File: src/rtl/acc_ctrl_if.sv
// Bundles the job, memory-read and accumulator signals of acc_ctrl.
// master: the controller side; slave: the environment (memory, accumulator, requester).
interface acc_ctrl_if #(
  parameter int unsigned IN_DATA_WIDTH = 8,
  parameter int unsigned DWIDTH        = 16,
  parameter int unsigned AWIDTH        = 8
);
  // Job request
  logic                     start_i;
  logic [AWIDTH-1:0]        base_addr_i;
  logic [AWIDTH:0]          num_cnt_i;
  // Memory read port
  logic                     mem_ce_o;
  logic [AWIDTH-1:0]        mem_addr_o;
  logic [IN_DATA_WIDTH-1:0] mem_q_i;
  // Accumulator port
  logic                     acc_run_o;
  logic                     acc_valid_o;
  logic [IN_DATA_WIDTH-1:0] acc_number_o;
  logic                     acc_valid_i;
  logic [DWIDTH-1:0]        acc_result_i;
  // Status
  logic                     idle_o;
  logic                     done_o;
  logic [DWIDTH-1:0]        result_o;

  modport master (
    input  start_i, base_addr_i, num_cnt_i, mem_q_i, acc_valid_i, acc_result_i,
    output mem_ce_o, mem_addr_o, acc_run_o, acc_valid_o, acc_number_o, idle_o, done_o,
           result_o
  );

  modport slave (
    output start_i, base_addr_i, num_cnt_i, mem_q_i, acc_valid_i, acc_result_i,
    input  mem_ce_o, mem_addr_o, acc_run_o, acc_valid_o, acc_number_o, idle_o, done_o,
           result_o
  );
endinterface

File: src/rtl/acc_ctrl.sv
// Accumulation job controller: streams count operands from memory starting at a base
// address into an external accumulator and captures the final running sum.
module acc_ctrl #(
  parameter int unsigned IN_DATA_WIDTH = 8,
  parameter int unsigned DWIDTH        = 16,
  parameter int unsigned AWIDTH        = 8
) (
  input logic      clk,
  input logic      reset_n,
  acc_ctrl_if.master bus
);

  localparam int unsigned CW = AWIDTH + 1;

  typedef enum logic [2:0] {StIdle, StRun, StRead, StWait, StDone} state_e;

  state_e            state_q, state_d;
  logic [AWIDTH-1:0] base_q;
  logic [CW-1:0]     cnt_q;
  logic [CW-1:0]     rd_cnt_q;   // addresses issued so far
  logic [CW-1:0]     vld_cnt_q;  // accumulator result beats seen so far
  logic              acc_valid_q;
  logic [DWIDTH-1:0] result_q;

  logic              mem_ce;
  logic              rd_last;
  logic              vld_last;
  logic              job_start;

  assign job_start = (state_q == StIdle) && bus.start_i;
  assign rd_last   = (rd_cnt_q == cnt_q - CW'(1));
  assign vld_last  = bus.acc_valid_i && (vld_cnt_q == cnt_q - CW'(1));

  // State register
  always_ff @(posedge clk or negedge reset_n) begin
    if (!reset_n) begin
      state_q <= StIdle;
    end else begin
      state_q <= state_d;
    end
  end

  // Next-state logic
  always_comb begin
    state_d = state_q;
    unique case (state_q)
      StIdle:  if (bus.start_i) state_d = StRun;
      StRun:   state_d = (cnt_q != '0) ? StRead : StDone;
      StRead:  if (rd_last) state_d = StWait;
      StWait:  if (vld_last) state_d = StDone;
      StDone:  state_d = StIdle;
      default: state_d = StIdle;
    endcase
  end

  // Job parameters, counters, operand-valid pipeline and result capture
  always_ff @(posedge clk or negedge reset_n) begin
    if (!reset_n) begin
      base_q      <= '0;
      cnt_q       <= '0;
      rd_cnt_q    <= '0;
      vld_cnt_q   <= '0;
      acc_valid_q <= 1'b0;
      result_q    <= '0;
    end else begin
      // Memory data arrives one cycle after the read, so the valid follows ce by one stage
      acc_valid_q <= mem_ce;
      if (job_start) begin
        base_q    <= bus.base_addr_i;
        cnt_q     <= bus.num_cnt_i;
        rd_cnt_q  <= '0;
        vld_cnt_q <= '0;
      end
      if (state_q == StRead) begin
        rd_cnt_q <= rd_cnt_q + CW'(1);
      end
      // Beats in IDLE/DONE are strays from outside a job and are not counted
      if ((state_q == StRun || state_q == StRead || state_q == StWait) && bus.acc_valid_i) begin
        vld_cnt_q <= vld_cnt_q + CW'(1);
      end
      if (state_q == StRun && cnt_q == '0) begin
        result_q <= '0;
      end else if (state_q == StWait && vld_last) begin
        result_q <= bus.acc_result_i;
      end
    end
  end

  // State-decoded outputs
  always_comb begin
    mem_ce        = 1'b0;
    bus.idle_o    = 1'b0;
    bus.done_o    = 1'b0;
    bus.acc_run_o = 1'b0;
    unique case (state_q)
      StIdle:  bus.idle_o    = 1'b1;
      StRun:   bus.acc_run_o = 1'b1;
      StRead:  mem_ce        = 1'b1;
      StWait:  ;
      StDone:  bus.done_o    = 1'b1;
      default: ;
    endcase
  end

  // Address wraps naturally through the AWIDTH-bit add
  assign bus.mem_ce_o     = mem_ce;
  assign bus.mem_addr_o   = base_q + rd_cnt_q[AWIDTH-1:0];
  assign bus.acc_valid_o  = acc_valid_q;
  assign bus.acc_number_o = bus.mem_q_i;
  assign bus.result_o     = result_q;

endmodule

File: src/flat_wrapper.sv
// flat-port wrapper written by rule: the top's interface ports become plain ports
module acc_ctrl_flat 
#(
  parameter int unsigned IN_DATA_WIDTH = 8,
  parameter int unsigned DWIDTH        = 16,
  parameter int unsigned AWIDTH        = 8
)
  (clk, reset_n, bus_start_i, bus_base_addr_i, bus_num_cnt_i, bus_mem_q_i, bus_acc_valid_i, bus_acc_result_i, bus_mem_ce_o, bus_mem_addr_o, bus_acc_run_o, bus_acc_valid_o, bus_acc_number_o, bus_idle_o, bus_done_o, bus_result_o);
  acc_ctrl_if #(.IN_DATA_WIDTH(IN_DATA_WIDTH), .DWIDTH(DWIDTH), .AWIDTH(AWIDTH)) bus_i ();
  input logic clk;
  input logic reset_n;
  input wire logic [$bits(bus_i.start_i)-1:0] bus_start_i;
  input wire logic [$bits(bus_i.base_addr_i)-1:0] bus_base_addr_i;
  input wire logic [$bits(bus_i.num_cnt_i)-1:0] bus_num_cnt_i;
  input wire logic [$bits(bus_i.mem_q_i)-1:0] bus_mem_q_i;
  input wire logic [$bits(bus_i.acc_valid_i)-1:0] bus_acc_valid_i;
  input wire logic [$bits(bus_i.acc_result_i)-1:0] bus_acc_result_i;
  output wire logic [$bits(bus_i.mem_ce_o)-1:0] bus_mem_ce_o;
  output wire logic [$bits(bus_i.mem_addr_o)-1:0] bus_mem_addr_o;
  output wire logic [$bits(bus_i.acc_run_o)-1:0] bus_acc_run_o;
  output wire logic [$bits(bus_i.acc_valid_o)-1:0] bus_acc_valid_o;
  output wire logic [$bits(bus_i.acc_number_o)-1:0] bus_acc_number_o;
  output wire logic [$bits(bus_i.idle_o)-1:0] bus_idle_o;
  output wire logic [$bits(bus_i.done_o)-1:0] bus_done_o;
  output wire logic [$bits(bus_i.result_o)-1:0] bus_result_o;
  assign bus_i.start_i = bus_start_i;
  assign bus_i.base_addr_i = bus_base_addr_i;
  assign bus_i.num_cnt_i = bus_num_cnt_i;
  assign bus_i.mem_q_i = bus_mem_q_i;
  assign bus_i.acc_valid_i = bus_acc_valid_i;
  assign bus_i.acc_result_i = bus_acc_result_i;
  assign bus_mem_ce_o = bus_i.mem_ce_o;
  assign bus_mem_addr_o = bus_i.mem_addr_o;
  assign bus_acc_run_o = bus_i.acc_run_o;
  assign bus_acc_valid_o = bus_i.acc_valid_o;
  assign bus_acc_number_o = bus_i.acc_number_o;
  assign bus_idle_o = bus_i.idle_o;
  assign bus_done_o = bus_i.done_o;
  assign bus_result_o = bus_i.result_o;
  acc_ctrl #(.IN_DATA_WIDTH(IN_DATA_WIDTH), .DWIDTH(DWIDTH), .AWIDTH(AWIDTH)) u_core (.clk(clk), .reset_n(reset_n), .bus(bus_i));
endmodule
File: config.mk
export PLATFORM = sky130hd
export DESIGN_NAME = acc_ctrl_flat
export DESIGN_NICKNAME = d
export VERILOG_FILES = /design/src/rtl/acc_ctrl_if.sv /design/src/rtl/acc_ctrl.sv /design/src/flat_wrapper.sv
export SDC_FILE = /design/constraint.sdc
export NUM_CORES = 1
export LEC_CHECK = 0
export ABC_AREA = 1
export CAP_MARGIN = 20
export CORE_MARGIN = 2
export CORE_UTILIZATION = 39
export DETAILED_ROUTE_END_ITERATION = 10
export HOLD_SLACK_MARGIN = 0.08
export PLACE_DENSITY_LB_ADDON = 0.1
export SKIP_LAST_GASP = 1
export SLEW_MARGIN = 10
export SYNTH_ARGS = -nofsm -noshare
export SYNTH_HDL_FRONTEND = slang
export SYNTH_SLANG_ARGS = --single-unit
File: constraint.sdc
create_clock -name clk -period 3.95 [get_ports clk]
set_input_delay 0.5925 -clock clk [delete_from_list [all_inputs] [get_ports clk]]
set_output_delay 0.5925 -clock clk [all_outputs]
set_load 0.005 [all_outputs]
==> results of run 1 <==
per-layer routing:
layer,routed length [um],GRT usage,vias to the layer above,part of all wire
li1,-,-,1539,-
met1,3820,0.267,1359,0.50
met4,91,0.0524,0,0.012
met5,0,0,-,0
met3,301,0.0356,7,0.039
met2,3470,0.281,58,0.45
kinds of logic (layout without fill, tap and decap cells):
family,after synthesis,in the layout
AO/OA/AOI/OAI,49,49
XOR/XNOR,6,6
adder cells (fa/ha/maj),11,11
buffers and inverters,73,133
flip-flops,55,55
AND/OR/NAND/NOR,246,246
power by group through the flow:
stage                     Combinational, mW  Clock [mW]  Sequential [mW]
after floorplan                       0.895           0            0.902
after global placement                 1.43           0            0.929
after detailed placement               1.45           0            0.932
after CTS                              1.46       0.382            0.922
after global routing                   1.65       0.401            0.955
final                                  1.45       0.367            0.923
flip-flops by register name (all words and copies together), names as in the netlist:
name,count
u_core.state_q,3
u_core.rd_cnt_q,9
u_core.vld_cnt_q,9
u_core.cnt_q,9
u_core.bus.result_o,16
u_core.bus.acc_valid_o,1
u_core.base_q,8
cells in the final DEF (no fill, tap or decap), types with 2 or more instances in the layout:
cell             netlist  final
nand2_1              129    129
clkdlybuf4s50_1        0     64
dfrtp_1               55     55
inv_1                 54     54
nand3_1               46     46
nor2_1                35     35
o21ai_0               30     30
nand4_1               17     17
ha_1                  10     10
a21oi_1                6      6
o22ai_1                5      5
clkbuf_8               0      5
xor2_1                 4      4
nor3_1                 4      4
nand2_2                4      4
buf_4                  9      4
o31ai_1                3      3
xnor2_1                2      2
nor2_2                 2      2
o21bai_1               2      2
nand3_2                2      2
cell type report:
cell class | count | area, um2
Timing Repair Buffer | 70 | 691
Clock buffer | 6 | 72.6
Tap cell | 105 | 131
Sequential cell | 55 | 1380
Fill cell | 835 | 4090
Inverter | 56 | 210
Clock inverter | 1 | 30.0
Multi-Input combinational cell | 312 | 1570
worst reg2reg max path, stage by stage (launching register included):
cell	delay, ps
dfrtp_1	430
inv_2	150
ha_1	300
inv_1	70
nand2_1	100
nand2_1	100
nand2_1	70
nand2_1	40
nor2_1	90
nand3_1	80
nor2_1	120
nand2_2	100
nor2_8	260
nand2_4	210
nand3_1	120
nand2_1	60
path summary, 6_finish.rpt:
| path | endpoint | from | slack, ps | cells past startpoint |
|---|---|---|---|---|
| max | bus_mem_addr_o[6] | u_core.rd_cnt_q[0]$_DFFE_PN0P_ | 610 | 8 |
| min | u_core.cnt_q[2]$_DFFE_PN0P_ | reset_n | 280 | 1 |
| max reg2reg | u_core.bus.result_o[8]$_DFFE_PN0P_ | u_core.cnt_q[0]$_DFFE_PN0P_ | 1530 | 15 |
| min reg2reg | u_core.base_q[0]$_DFFE_PN0P_ | u_core.base_q[0]$_DFFE_PN0P_ | 490 | 2 |
| max in group asynchronous | u_core.bus.result_o[0]$_DFFE_PN0P_ | reset_n | 2850 | 2 |
| min in group clk | u_core.base_q[0]$_DFFE_PN0P_ | u_core.base_q[0]$_DFFE_PN0P_ | 490 | 2 |
through the flow:
step	cell area [um2]	hold slack (ps)	util
after floorplan	3260	297	-
after global placement	3960	467	0.484
after detailed placement	3960	472	0.485
after CTS	4070	312	0.497
after global routing	4080	327	0.499
final	4080	283	0.499
==> run_results.csv, run 1 <==
group,metric,value,unit
status,status,"finished, final reports clean",
power_and_ir_drop,p_total,2.74,mW
timing,clock_skew,8.37,ps
synthesis,synth_compound_area_frac,0.0828,
clock_tree,cts_root_buf,"clkbuf_8",
worst_setup_path,crit_fanout,7,
synthesis,ys_warn_count,0,
layout,area_growth,25.0,%
power_and_ir_drop,switching_share,0.415,
timing,hold_viol_final,0,
synthesis,synthTopCellsByCount,"nand2_1 (129), dfrtp_1 (55), inv_1 (54), nand3_1 (46), nor2_1 (35)",
clock_tree,clk_pin_slew,90,ps
global_route,overflow,0,
global_route,grt_usage,0.184,
timing,setup_viol,0,
clock_tree,ctsResizeCount,0,
worst_setup_path,crit_chain,"ha_1, inv_1, fa_1, o21ai_0, a21oi_1, o21ai_0, xor2_1, clkdlybuf4s50_1",
synthesis,synth.distinct_cells,35,
synthesis,synth_flop_cell,"dfrtp_1",
worst_setup_path,slowest_delay,520,ps
worst_setup_path,crit_type,"reg2out",
synthesis,synthXorXnorAreaFrac,0.0161,
die,start_util,0.399,
clock_tree,postCtsHoldBufs,0,
synthesis,async_reset_ff_frac,1.00,
placement,portBuffers,65,
timing,fin_tns_setup,0,ps
synthesis,synth_top_cell_by_area,"dfrtp_1",
power_and_ir_drop,pwr-share-clk,0.134,
timing,tightestPinTransition,611,ps
timing,fin_crit,3340,ps
timing,final.setup.worst_slack,614,ps
route,wire_per_inst,12.7,um
worst_setup_path,crit_slowest_cell,"clkdlybuf4s50_1",
timing,slew_headroom,0.590,
synthesis,synth_mux_area_frac,0,
clock_tree,clk_path_buf_depth,2,
placement,dpl.cell_count,597,
synthesis,synth_edf_count,0,
power_and_ir_drop,p_int,1.60,mW
synthesis,synthAdderAreaFrac,0.0445,
synthesis,synth_area_leaders,"dfrtp_1 (42%), nand2_1 (15%), nand3_1 (7.1%)",
timing,rsz0062_at_grt,"no",
synthesis,avgSynthCellArea,7.42,um2
worst_setup_path,startpoint_type,"flip-flop",
layout,drive_gt1_frac,0.0500,
worst_setup_path,crit_arrival,2740,ps
clock_tree,cts_buffers,5,
layout,nNetsFinal,556,
clock_tree,cts.sinks,55,
power_and_ir_drop,power.switching,1.14,mW
synthesis,seq_area_frac_synth,0.422,
die,die_area,9120,um2
power_and_ir_drop,peakVddDrop,0.000329,V
power_and_ir_drop,power_density,671,nW/um2
synthesis,synthCells,440,
global_route,grt_first_pass_wirelength,13300,um
die,core,8180,um2
power_and_ir_drop,pwr-share-comb,0.529,
route,first_pass_iters,4,
global_route,antenna_found_initial,0,
synthesis,yosysMostFrequentCell,"nand2_1",
route,antenna_left,0,
synthesis,synth_top_family_by_area,"simple AND/OR/NAND/NOR gates",
synthesis,synth-seq-cells,55,
global_route,grt_max_degree,34,
layout,fin_cells,605,
route,viasPerCell,4.90,
clock_tree,cts_setup_buffers,0,
clock_tree,htree_levels,2,
worst_setup_path,crit_buf_inv,2,
route,initialDrtViolationCount,168,
worst_setup_path,path_delay_family,"compound AO/OA/AOI/OAI gates",
route,drc,0,
route,vias,2963,
placement,pre_cts_ws,939,ps
min_path,hold_class,"in2async",
clock_tree,clk_latency,310,ps
timing,post-route-period-util,0.845,
power_and_ir_drop,seq_power_share,0.337,
synthesis,synth_top_area_frac,0.422,
synthesis,syn-num-nets,496,
die,dieWidth,95.5,um
worst_setup_path,timing.critical_path.mode_cell,"o21ai_0",
die,core.rowCount,33,
die,io_pins,82,
timing,maxSlewViolCount,0,
global_route,grt_pass1_vias,2786,
die,die_height,95.5,um
layout,antenna_cells,0,
synthesis,syn-cell-area,3260,um2
route,drt-total-wl,7690,um
worst_setup_path,crit_required,3360,ps
flow_run,cap_viol_max_count,0,
timing,max_freq,0.300,GHz
placement,dp_hpwl,5810,um
clock_tree,cts_tree,"done",
placement,place.gp.congestion,0.821,
synthesis,synthSimpleGateAreaFrac,0.338,
power_and_ir_drop,p_leak,2.08,nW
worst_setup_path,endpoint_kind,"primary output",
Power figures use the tool's default switching activity.
==> inputs of run 2 (changes only) <==
clock period = 3.3 ns   (was 3.95 ns; I/O delays follow)
==> run 2 against run 1 <==
Effect of this change:
- sequential power increased by 20%
- power increased by 22%
- combinational power increased by 21%
- worst setup slack got worse by 410 ps
- via count decreased by 0.67%
- global-route usage decreased by 0.50 points
- first-iteration DRC count decreased by 8.3%
- critical path depth unchanged
- non-clock buffer count increased by 1
- final area increased by 0.43%
==> run_results.csv, run 2 (synthesis results as in run 1) <==
group,metric,value,unit
die,dieWidth,95.5,um
worst_setup_path,crit_type,"reg2out",
clock_tree,cts_setup_buffers,0,
status,status,"finished, final reports clean",
timing,tightestPinTransition,729,ps
worst_setup_path,slowest_delay,520,ps
layout,antenna_cells,0,
route,vias,2943,
clock_tree,clk_pin_slew,110,ps
layout,area_growth,25.6,%
route,drc,0,
layout,multi_input_area,1570,um2
power_and_ir_drop,p_total,3.35,mW
worst_setup_path,crit_chain,"ha_1, inv_1, fa_1, o21ai_1, a21oi_1, o21ai_0, xor2_1, clkdlybuf4s50_1",
route,drt-total-wl,7800,um
die,core.rowCount,33,
placement,dpl.cell_count,599,
layout,nNetsFinal,557,
timing,rsz0062_at_grt,"no",
clock_tree,clk_path_buf_depth,2,
global_route,grt_usage,0.179,
placement,pre_cts_ws,420,ps
layout,drive_gt1_frac,0.0578,
die,core,8180,um2
flow_run,cap_viol_max_count,0,
timing,fin_tns_setup,0,ps
placement,place.gp.congestion,0.811,
die,die_area,9120,um2
power_and_ir_drop,power_density,816,nW/um2
worst_setup_path,path_delay_family,"adder cells",
worst_setup_path,crit_buf_inv,2,
clock_tree,cts.sinks,55,
timing,hold_viol_final,0,
route,initialDrtViolationCount,154,
placement,dp_hpwl,5960,um
worst_setup_path,crit_required,2800,ps
global_route,antenna_found_initial,0,
timing,final.setup.worst_slack,204,ps
layout,regArea,1380,um2
clock_tree,ctsResizeCount,0,
layout,largest_reg_flops,16,
timing,setup_viol,0,
layout,final_common_cell,"nand2_1",
clock_tree,cts_buffers,5,
placement,portBuffers,65,
global_route,grt_first_pass_wirelength,12800,um
timing,maxSlewViolCount,0,
clock_tree,cts_tree,"done",
route,wire_per_inst,12.8,um
die,die_height,95.5,um
clock_tree,clk_latency,320,ps
power_and_ir_drop,p_leak,2.09,nW
worst_setup_path,startpoint_type,"flip-flop",
timing,slew_headroom,0.514,
min_path,hold_class,"in2async",
die,start_util,0.399,
clock_tree,cts_root_buf,"clkbuf_8",
layout,fin_cells,607,
worst_setup_path,endpoint_kind,"primary output",
power_and_ir_drop,peakVddDrop,0.000431,V
route,first_pass_iters,6,
timing,clock_skew,12.0,ps
global_route,overflow,0,
clock_tree,postCtsHoldBufs,0,
clock_tree,htree_levels,2,
global_route,grt_pass1_vias,2742,
worst_setup_path,crit_slowest_cell,"clkdlybuf4s50_1",
timing,post-route-period-util,0.938,
die,io_pins,82,
worst_setup_path,crit_arrival,2600,ps
timing,fin_crit,3100,ps
layout,fillers,827,
route,antenna_left,0,
route,viasPerCell,4.85,
timing,hold-worst-slack,219,ps
timing,max_freq,0.323,GHz
layout,final_cell_mix,"nand2_1 (129), clkdlybuf4s50_1 (64), inv_1 (54), dfrtp_1 (54), nand3_1 (46)",
global_route,grt_max_degree,34,
worst_setup_path,crit_fanout,7,
[run 2: cell types whose count changed in the layout (fill, tap and decap cells not counted), sizes merged]
cell    change
clkbuf      -1
buf         +1
inv         +2
[run 2: path summary, 6_finish.rpt]
kind	from	cells after the start	to	slack [ps]
max	u_core.rd_cnt_q[0]$_DFFE_PN0P_	8	bus_mem_addr_o[6]	200
min	reset_n	1	u_core.cnt_q[1]$_DFFE_PN0P_	220
max reg2reg	u_core.cnt_q[0]$_DFFE_PN0P_	15	u_core.bus.result_o[5]$_DFFE_PN0P_	880
min reg2reg	u_core.base_q[2]$_DFFE_PN0P_	2	u_core.base_q[2]$_DFFE_PN0P_	500
max in group asynchronous	reset_n	2	u_core.bus.result_o[12]$_DFFE_PN0P_	2280
min in group clk	u_core.base_q[2]$_DFFE_PN0P_	2	u_core.base_q[2]$_DFFE_PN0P_	500
[run 2: routing by layer]
metal	wire length, um	GRT usage	vias up
met2	3610	0.288	49
met1	3790	0.250	1333
met4	114	0.0500	0
met5	0	0	-
met3	283	0.0285	12
li1	-	-	1549
[run 2: layout make-up]
| type | instances | share of cell area |
|---|---|---|
| Clock buffer | 5 | 0.0168 |
| Clock inverter | 3 | 0.0122 |
| Inverter | 56 | 0.0513 |
| Multi-Input combinational cell | 312 | 0.383 |
| Sequential cell | 55 | 0.336 |
| Tap cell | 105 | 0.0321 |
| Timing Repair Buffer | 71 | 0.168 |
[run 2: worst reg2reg max path: cells and delay by family (launching register included)]
kind,cells,cell delay [ps]
adders and majority gates,1,300
buffers and inverters,2,220
DFF,1,440
and+or+nand+nor,12,1340
[run 2: report_power, final]
part,internal [mW],total (mW),switching [mW]
clock network,0.234,0.482,0.247
logic,0.794,1.76,0.964
registers,0.905,1.11,0.201
total,1.93,3.35,1.41
[run 2: per-stage QoR]
step	instance area (um2)	util
final	4100	0.501
after global routing	4100	0.501
after CTS	4100	0.501
after detailed placement	3980	0.487
after global placement	3980	0.487
after floorplan	3260	-
==> inputs of run 3 (changes only) <==
ABC_AREA = default   (was 1)
SETUP_SLACK_MARGIN = 0.4   (was default)
==> run 3 against run 2 <==
Effect of this change:
- register-to-register slack lost 280 ps
- sequential share of layout area shrank 1.0 points
- critical path depth is the same
- non-clock buffer count grew 5
- combinational power shrank 9%
- core utilization shrank 1.1 points
- first-iteration DRC count shrank 38%
- sequential power is essentially flat
- clock skew is essentially flat
- area after synthesis grew 5.1%
- largest cell class unchanged
==> run_results.csv, run 3 <==
group,metric,value,unit
layout,largest_reg_flops,16,
worst_setup_path,worstReg2RegEnd,"u_core.state_q[0]$_DFFE_PN0P_",
die,start_util,0.397,
route,vias,2825,
route,first_pass_iters,4,
worst_setup_path,slowest_delay,430,ps
die,core,8640,um2
worst_setup_path,crit_path_start,"u_core.rd_cnt_q[1]$_DFFE_PN0P_",
timing,setup_viol,0,
timing,rsz0062_at_grt,"no",
global_route,grt_pass1_vias,2648,
layout,area_growth,23.5,%
clock_tree,clk_path_buf_depth,2,
synthesis,synth_edf_count,0,
clock_tree,postCtsHoldBufs,0,
layout,final_common_cell,"nand2_1",
synthesis,syn-cell-area,3430,um2
worst_setup_path,crit_required,2800,ps
worst_setup_path,startpoint_type,"flip-flop",
route,drt-met1-wl,3870,um
timing,max_freq,0.359,GHz
placement,dp_hpwl,5670,um
worst_setup_path,crit_fanout,3,
timing,fin_tns_setup,0,ps
timing,hold_viol_final,0,
worst_setup_path,ff2ff_setup_slack,600,ps
timing,slew_headroom,0.346,
synthesis,avgSynthCellArea,8.91,um2
route,antenna_left,0,
layout,nNetsFinal,496,
synthesis,yosysMostFrequentCell,"nand2_1",
layout,drive_gt1_frac,0.111,
worst_setup_path,crit_arrival,2290,ps
worst_setup_path,endpoint_kind,"primary output",
synthesis,async_reset_ff_frac,1.00,
power_and_ir_drop,peakVddDrop,0.000372,V
worst_setup_path,reg2reg_from,"u_core.cnt_q[1]$_DFFE_PN0P_",
route,viasPerCell,5.15,
worst_setup_path,crit_type,"reg2out",
worst_setup_path,crit_chain,"ha_1, a21o_1, a21oi_2, nand2b_1, a21boi_1, o41a_1, xnor2_1, dlygate4sd2_1",
flow_run,cap_viol_max_count,0,
layout,fillers,824,
power_and_ir_drop,p_leak,1.90,nW
global_route,antenna_found_initial,0,
synthesis,synth_top_cell_by_area,"dfrtp_1",
synthesis,synthCells,385,
die,dieWidth,97.8,um
power_and_ir_drop,power_density,745,nW/um2
layout,antenna_cells,0,
clock_tree,cts_tree,"done",
route,drc,0,
layout,final_cell_mix,"nand2_1 (80), clkdlybuf4s50_1 (61), dfrtp_1 (52)",
global_route,grt_max_degree,35,
clock_tree,cts.sinks,55,
die,core.rowCount,34,
route,wl_met2,3320,um
placement,place.gp.congestion,0.815,
synthesis,synth_area_leaders,"dfrtp_1 (40%), nand2_1 (8.8%), xnor2_1 (4.6%)",
global_route,grt_usage,0.166,
die,io_pins,82,
route,topRoutingLayerUsed,"met4",
status,status,"finished, final reports clean",
synthesis,synth_top_area_frac,0.401,
placement,portBuffers,65,
clock_tree,cts_root_buf,"clkbuf_8",
worst_setup_path,crit_slowest_cell,"dfrtp_2",
synthesis,synth-seq-cells,55,
global_route,grt_first_pass_wirelength,13100,um
worst_setup_path,ff2ff_path_depth,8,
timing,tightestPinTransition,969,ps
clock_tree,htree_levels,2,
route,wl_met3,448,um
timing,post-route-period-util,0.844,
timing,clock_skew,12.1,ps
worst_setup_path,crit_end,"bus_mem_addr_o[7]",
synthesis,synth_flop_cell,"dfrtp_1",
power_and_ir_drop,p_total,3.16,mW
synthesis,synthTopCellsByCount,"nand2_1 (80), dfrtp_1 (55), o21ai_0 (28), inv_1 (26), nor2_1 (21)",
clock_tree,clk_pin_slew,110,ps
route,initialDrtViolationCount,95,
synthesis,synth.distinct_cells,54,
route,wire_per_inst,14.1,um
timing,maxSlewViolCount,0,
clock_tree,clk_latency,320,ps
timing,fin_crit,2790,ps
die,die_height,97.8,um
global_route,overflow,0,
synthesis,seq_area_frac_synth,0.401,
synthesis,syn-num-nets,441,
route,drt-total-wl,7720,um
die,die_area,9560,um2
synthesis,ys_warn_count,0,
min_path,hold_class,"in2async",
clock_tree,cts_buffers,5,
run 3: metrics by stage:
| stage | util | hold WS (ps) | cells | cell area (um2) | setup slack [ps] |
|---|---|---|---|---|---|
| after floorplan | - | 199 | 385 | 3430 | 503 |
| after CTS | 0.487 | 133 | 547 | 4210 | 187 |
| after global placement | 0.470 | 465 | 535 | 4060 | 384 |
| final | 0.491 | 118 | 549 | 4240 | 514 |
| after global routing | 0.491 | 145 | 549 | 4240 | 391 |
| after detailed placement | 0.470 | 471 | 535 | 4060 | 321 |
run 3: report_power, final:
| part | internal [mW] | total, mW | leakage [nW] | switching, mW |
|---|---|---|---|---|
| clock | 0.172 | 0.407 | 0.0474 | 0.235 |
| combinational | 0.871 | 1.61 | 1.22 | 0.742 |
| sequential | 0.871 | 1.14 | 0.634 | 0.267 |
run 3: critical path, delay by kind of cell (launching register included):
| family | cells | cell delay (ps) |
|---|---|---|
| DFF | 1 | 430 |
| xor gates and xnor gates | 1 | 120 |
| and+or+nand+nor | 1 | 130 |
| buffers and inverters | 1 | 260 |
| adders and majority gates | 1 | 290 |
| AOI/OAI and AO/OA | 4 | 750 |
run 3: area by class of cell:
class | count | area [um2] | area share
clock buffers | 6 | 82.6 | 0.0195
clock inverters | 2 | 16.3 | 0.00384
inverters | 27 | 101 | 0.0239
multi-input cells | 275 | 1770 | 0.417
flip-flops and latches | 55 | 1380 | 0.326
well taps | 108 | 135 | 0.0319
repair buffers | 76 | 753 | 0.178
run 3: what timing repair did:
action | 4_1_cts | 5_1_grt
endpoints found under the hold margin | 0 | 0
gates cloned | 0 | 0
buffers inserted | 4 | 2
gates resized for setup | 7 | 7
setup endpoints to repair | 20 | 22
pin swaps | 3 | 2
run 3: how the worst min path moves through the flow:
stage                                 startpoint                            to  slack, ps  cells after the start
floorplan                                reset_n  u_core.base_q[0]$_DFFE_PN0P_        200                      0
global placement    u_core.base_q[3]$_DFFE_PN0P_  u_core.base_q[3]$_DFFE_PN0P_        470                      2
detailed placement  u_core.base_q[5]$_DFFE_PN0P_  u_core.base_q[5]$_DFFE_PN0P_        470                      2
CTS                                      reset_n  u_core.base_q[2]$_DFFE_PN0P_        130                      1
global route                             reset_n  u_core.base_q[2]$_DFFE_PN0P_        140                      1
finish                                   reset_n  u_core.base_q[2]$_DFFE_PN0P_        120                      1
run 3: metal layers:
metal | track usage | vias to the layer above
li1 | - | 1405
met1 | 0.245 | 1330
met2 | 0.246 | 79
met3 | 0.0387 | 11
met4 | 0.0438 | 0
met5 | 0 | -
run 3: cells by family after synthesis:
group	synth area share
compound gates	0.147
xor+xnor	0.0689
fa+ha+maj	0.0423
buf+inv	0.0875
flops	0.401
mux	0.0117
simple gates	0.241
==> variant: new RTL, settings of run 3 <==
The 5 states of `state_e` get a one-hot encoding in 5 bits.
--- a/src/rtl/acc_ctrl.sv
+++ b/src/rtl/acc_ctrl.sv
@@ -14,3 +14,3 @@
 
-  typedef enum logic [2:0] {StIdle, StRun, StRead, StWait, StDone} state_e;
+  typedef enum logic [4:0] {StIdle = 5'b00001, StRun = 5'b00010, StRead = 5'b00100, StWait = 5'b01000, StDone = 5'b10000} state_e;
 
Behaviour: same outputs for any inputs over 10 cycles, from zero or initial values and one cycle with reset_n low; not proved beyond that.
==> variant against run 3 <==
- sequential share of layout area rose by 1.7 points
- setup slack improved by 0.045 ns
- hold slack improved by 0.077 ns
- core utilization rose by 1.9 points
- sequential cell count rose by 2
- total power fell by 7.0%
- wire length rose by 1.9%
- critical path depth fell by 5
- final cell count fell by 3.5%
- register-to-register slack improved by 0.17 ns
- final area fell by 1.6%
- area after synthesis fell by 4.7%
- critical path type unchanged
==> variant: results (changes against run 3) <==
** Outcome
- The flow ran to the end, and the final reports show no timing, DRC or antenna violations.

** STA
- Transition time of the tightest slew-check pin :: 0.8995 ns (-0.06993 ns)
- The worst clock skew came to 0.01224 ns (+0.0001652 ns).
- The fraction of the cycle the final worst path needs came to 83.07% (-1.4 points).

** Pwr
- The worst-case vdd ir drop came to 0.3048 mV (-18%).
- Static leakage :: 2.015 nW (+6.2%)

** Synthesis
- Share of the yosys chip area belonging to registers :: 43.67% (+3.5 points)
- Biggest area contributors in the synthesized netlist :: dfrtp_1, nand2_1, xnor2_1, o21ai_1, ha_1
- The post-synth net total is 412 (-6.6%).
- Post-synthesis cell type count :: 43 (-20%)
- By count the netlist is led by nand2_1, dfrtp_1, o21ai_1.
- Ys flop type :: dfrtp_1

** Setup path
- Arrival time at the worst endpoint :: 2.25 ns (-0.04 ns)
- The worst-case reg-to-reg path depth is 6 (-2).
- In this run the critical register-to-register path is captured at u_core.bus.result_o[8]$_DFFE_PN0P_.
- Largest driver fanout on the critical path :: 7 (+4)
- Worst setup path startpoint :: u_core.state_q[3]$_DFFE_PN0P_
- Critical path endpoint :: bus_acc_run_o
- The reg-to-reg setup timing slack came to 0.77 ns (+0.17 ns).
- Launch instance of the worst register-to-register path :: u_core.cnt_q[3]$_DFFE_PN0P_

** Clock tree
- The number of H-tree branching levels came to 3 (+1).
- Inserted Clock Buffers :: 9 (+4)
- Clock latency at the later pin of the worst-skew pair :: 0.35 ns (+0.03 ns)
- The clock transition time at the flip-flop clock pins of the worst setup and hold paths is 0.08 ns (-0.03 ns).

** Global route
- The via count of the first global-routing pass is 2,738 (+3.4%).
- Met2 capacity usage during global routing :: 30.94% (+6.3 points)
- The initial antenna violation count came to 0 (unchanged).
- Wire length of the first global-routing pass :: 13,140 µm (unchanged)
- Maximum number of pins on one net before global-route repair :: 30 (-14%)
- Global Route met1 Usage :: 24.65% (+0.20 points)
- Total routing usage reported by global routing :: 18.71% (+2.1 points)
- The met3 demand-to-capacity share in global routing is 4.111% (+0.25 points).

** Routing
- The count of routing violations after the opening detailed-route iteration is 106 (+12%).
- Overall via count from detail_route :: 2,705 (-4.2%)
- WL/cell :: 14.85 µm (+5.5%)

** Finish
- Net count of the finished layout :: 476 (-4.0%)
- Fraction of layout instances using a drive strength above 1 :: 9.176% (-1.9 points)
- The number of fill cells in the layout was 787 (-4.5%).

** Placement
- The placed standard-cell area is 3965 µm² (-2.4%).
- Worst-case setup slack after placement :: 0.4844 ns (+0.1632 ns)
- Routability Congestion :: 0.7749 (-4.9%)
- Placed wire-length estimate after detailed placement :: 5544 µm (-2.3%)
variant: cell types whose count changed in the layout (fill, tap and decap cells not counted), sizes merged, moves of 8 or more:
cell and change:
o31ai +9, nand2 -10, a21oi +8, o22ai -16
inv -10
variant: final cells by class:
cell class,instances,area (µm²),share of cell area [%]
clock buffer,9,123.9,2.970
clock inverter,7,47.55,1.140
inverter,18,68.82,1.650
multi-input combinational,261,1662,39.84
sequential,57,1429,34.26
tap,105,131.4,3.150
timing repair buffer,73,708.2,16.98
variant: timing repair:
item,4_1_cts,5_1_grt
endpoints found under the hold margin,0,0
pin swaps,1,1
resized for setup,4,6
setup buffers,2,0
setup endpoints to repair,4,4
variant: power by group:
part	switching [W]	total [W]	internal [W]
clock network	0.000307	0.000577	0.000270
registers	0.000168	0.00103	0.000861
logic	0.000682	0.00133	0.000648
variant: routing by layer:
| metal | vias to the layer above | part of all wire [%] |
|---|---|---|
| met1 | 1293 | 46 |
| met5 | - | 0 |
| met3 | 7 | 4.4 |
| met2 | 54 | 48 |
| li1 | 1351 | - |
| met4 | 0 | 0.89 |
variant: critical path, cell delays in order, from the launching register on:
cell and delay, ns:
dfrtp_1 0.41, or3_1 0.42, nor3b_2 0.46, clkdlybuf4s50_1 0.60
variant: worst min path at each step:
stage | endpoint | slack (ns) | cells past startpoint
5_1_grt | u_core.state_q[1]$_DFFE_PN0P_ | 0.25 | 1
2_1_floorplan | u_core.base_q[0]$_DFFE_PN0P_ | 0.20 | 0
6_report | u_core.bus.result_o[9]$_DFFE_PN0P_ | 0.20 | 1
4_1_cts | u_core.bus.result_o[1]$_DFFE_PN0P_ | 0.22 | 1
3_5_place_dp | u_core.base_q[4]$_DFFE_PN0P_ | 0.48 | 2
3_3_place_gp | u_core.base_q[4]$_DFFE_PN0P_ | 0.46 | 2
variant: per-stage QoR:
step | std cells | hold slack, ns
CTS | 530 | 0.2237
global placement | 512 | 0.4629
finish | 530 | 0.1952
detailed placement | 512 | 0.4758
floorplan | 356 | 0.1994
global route | 530 | 0.2479
variant: cells by family after synthesis:
kind of cell,after synthesis,synth area share (%)
flip-flops,57,43.67
AO/OA/AOI/OAI,61,11.25
adder cells (fa/ha/maj),11,4.439
multiplexers,8,2.449
XOR/XNOR,30,9.720
AND/OR/NAND/NOR,151,22.50
buffers and inverters,38,5.970
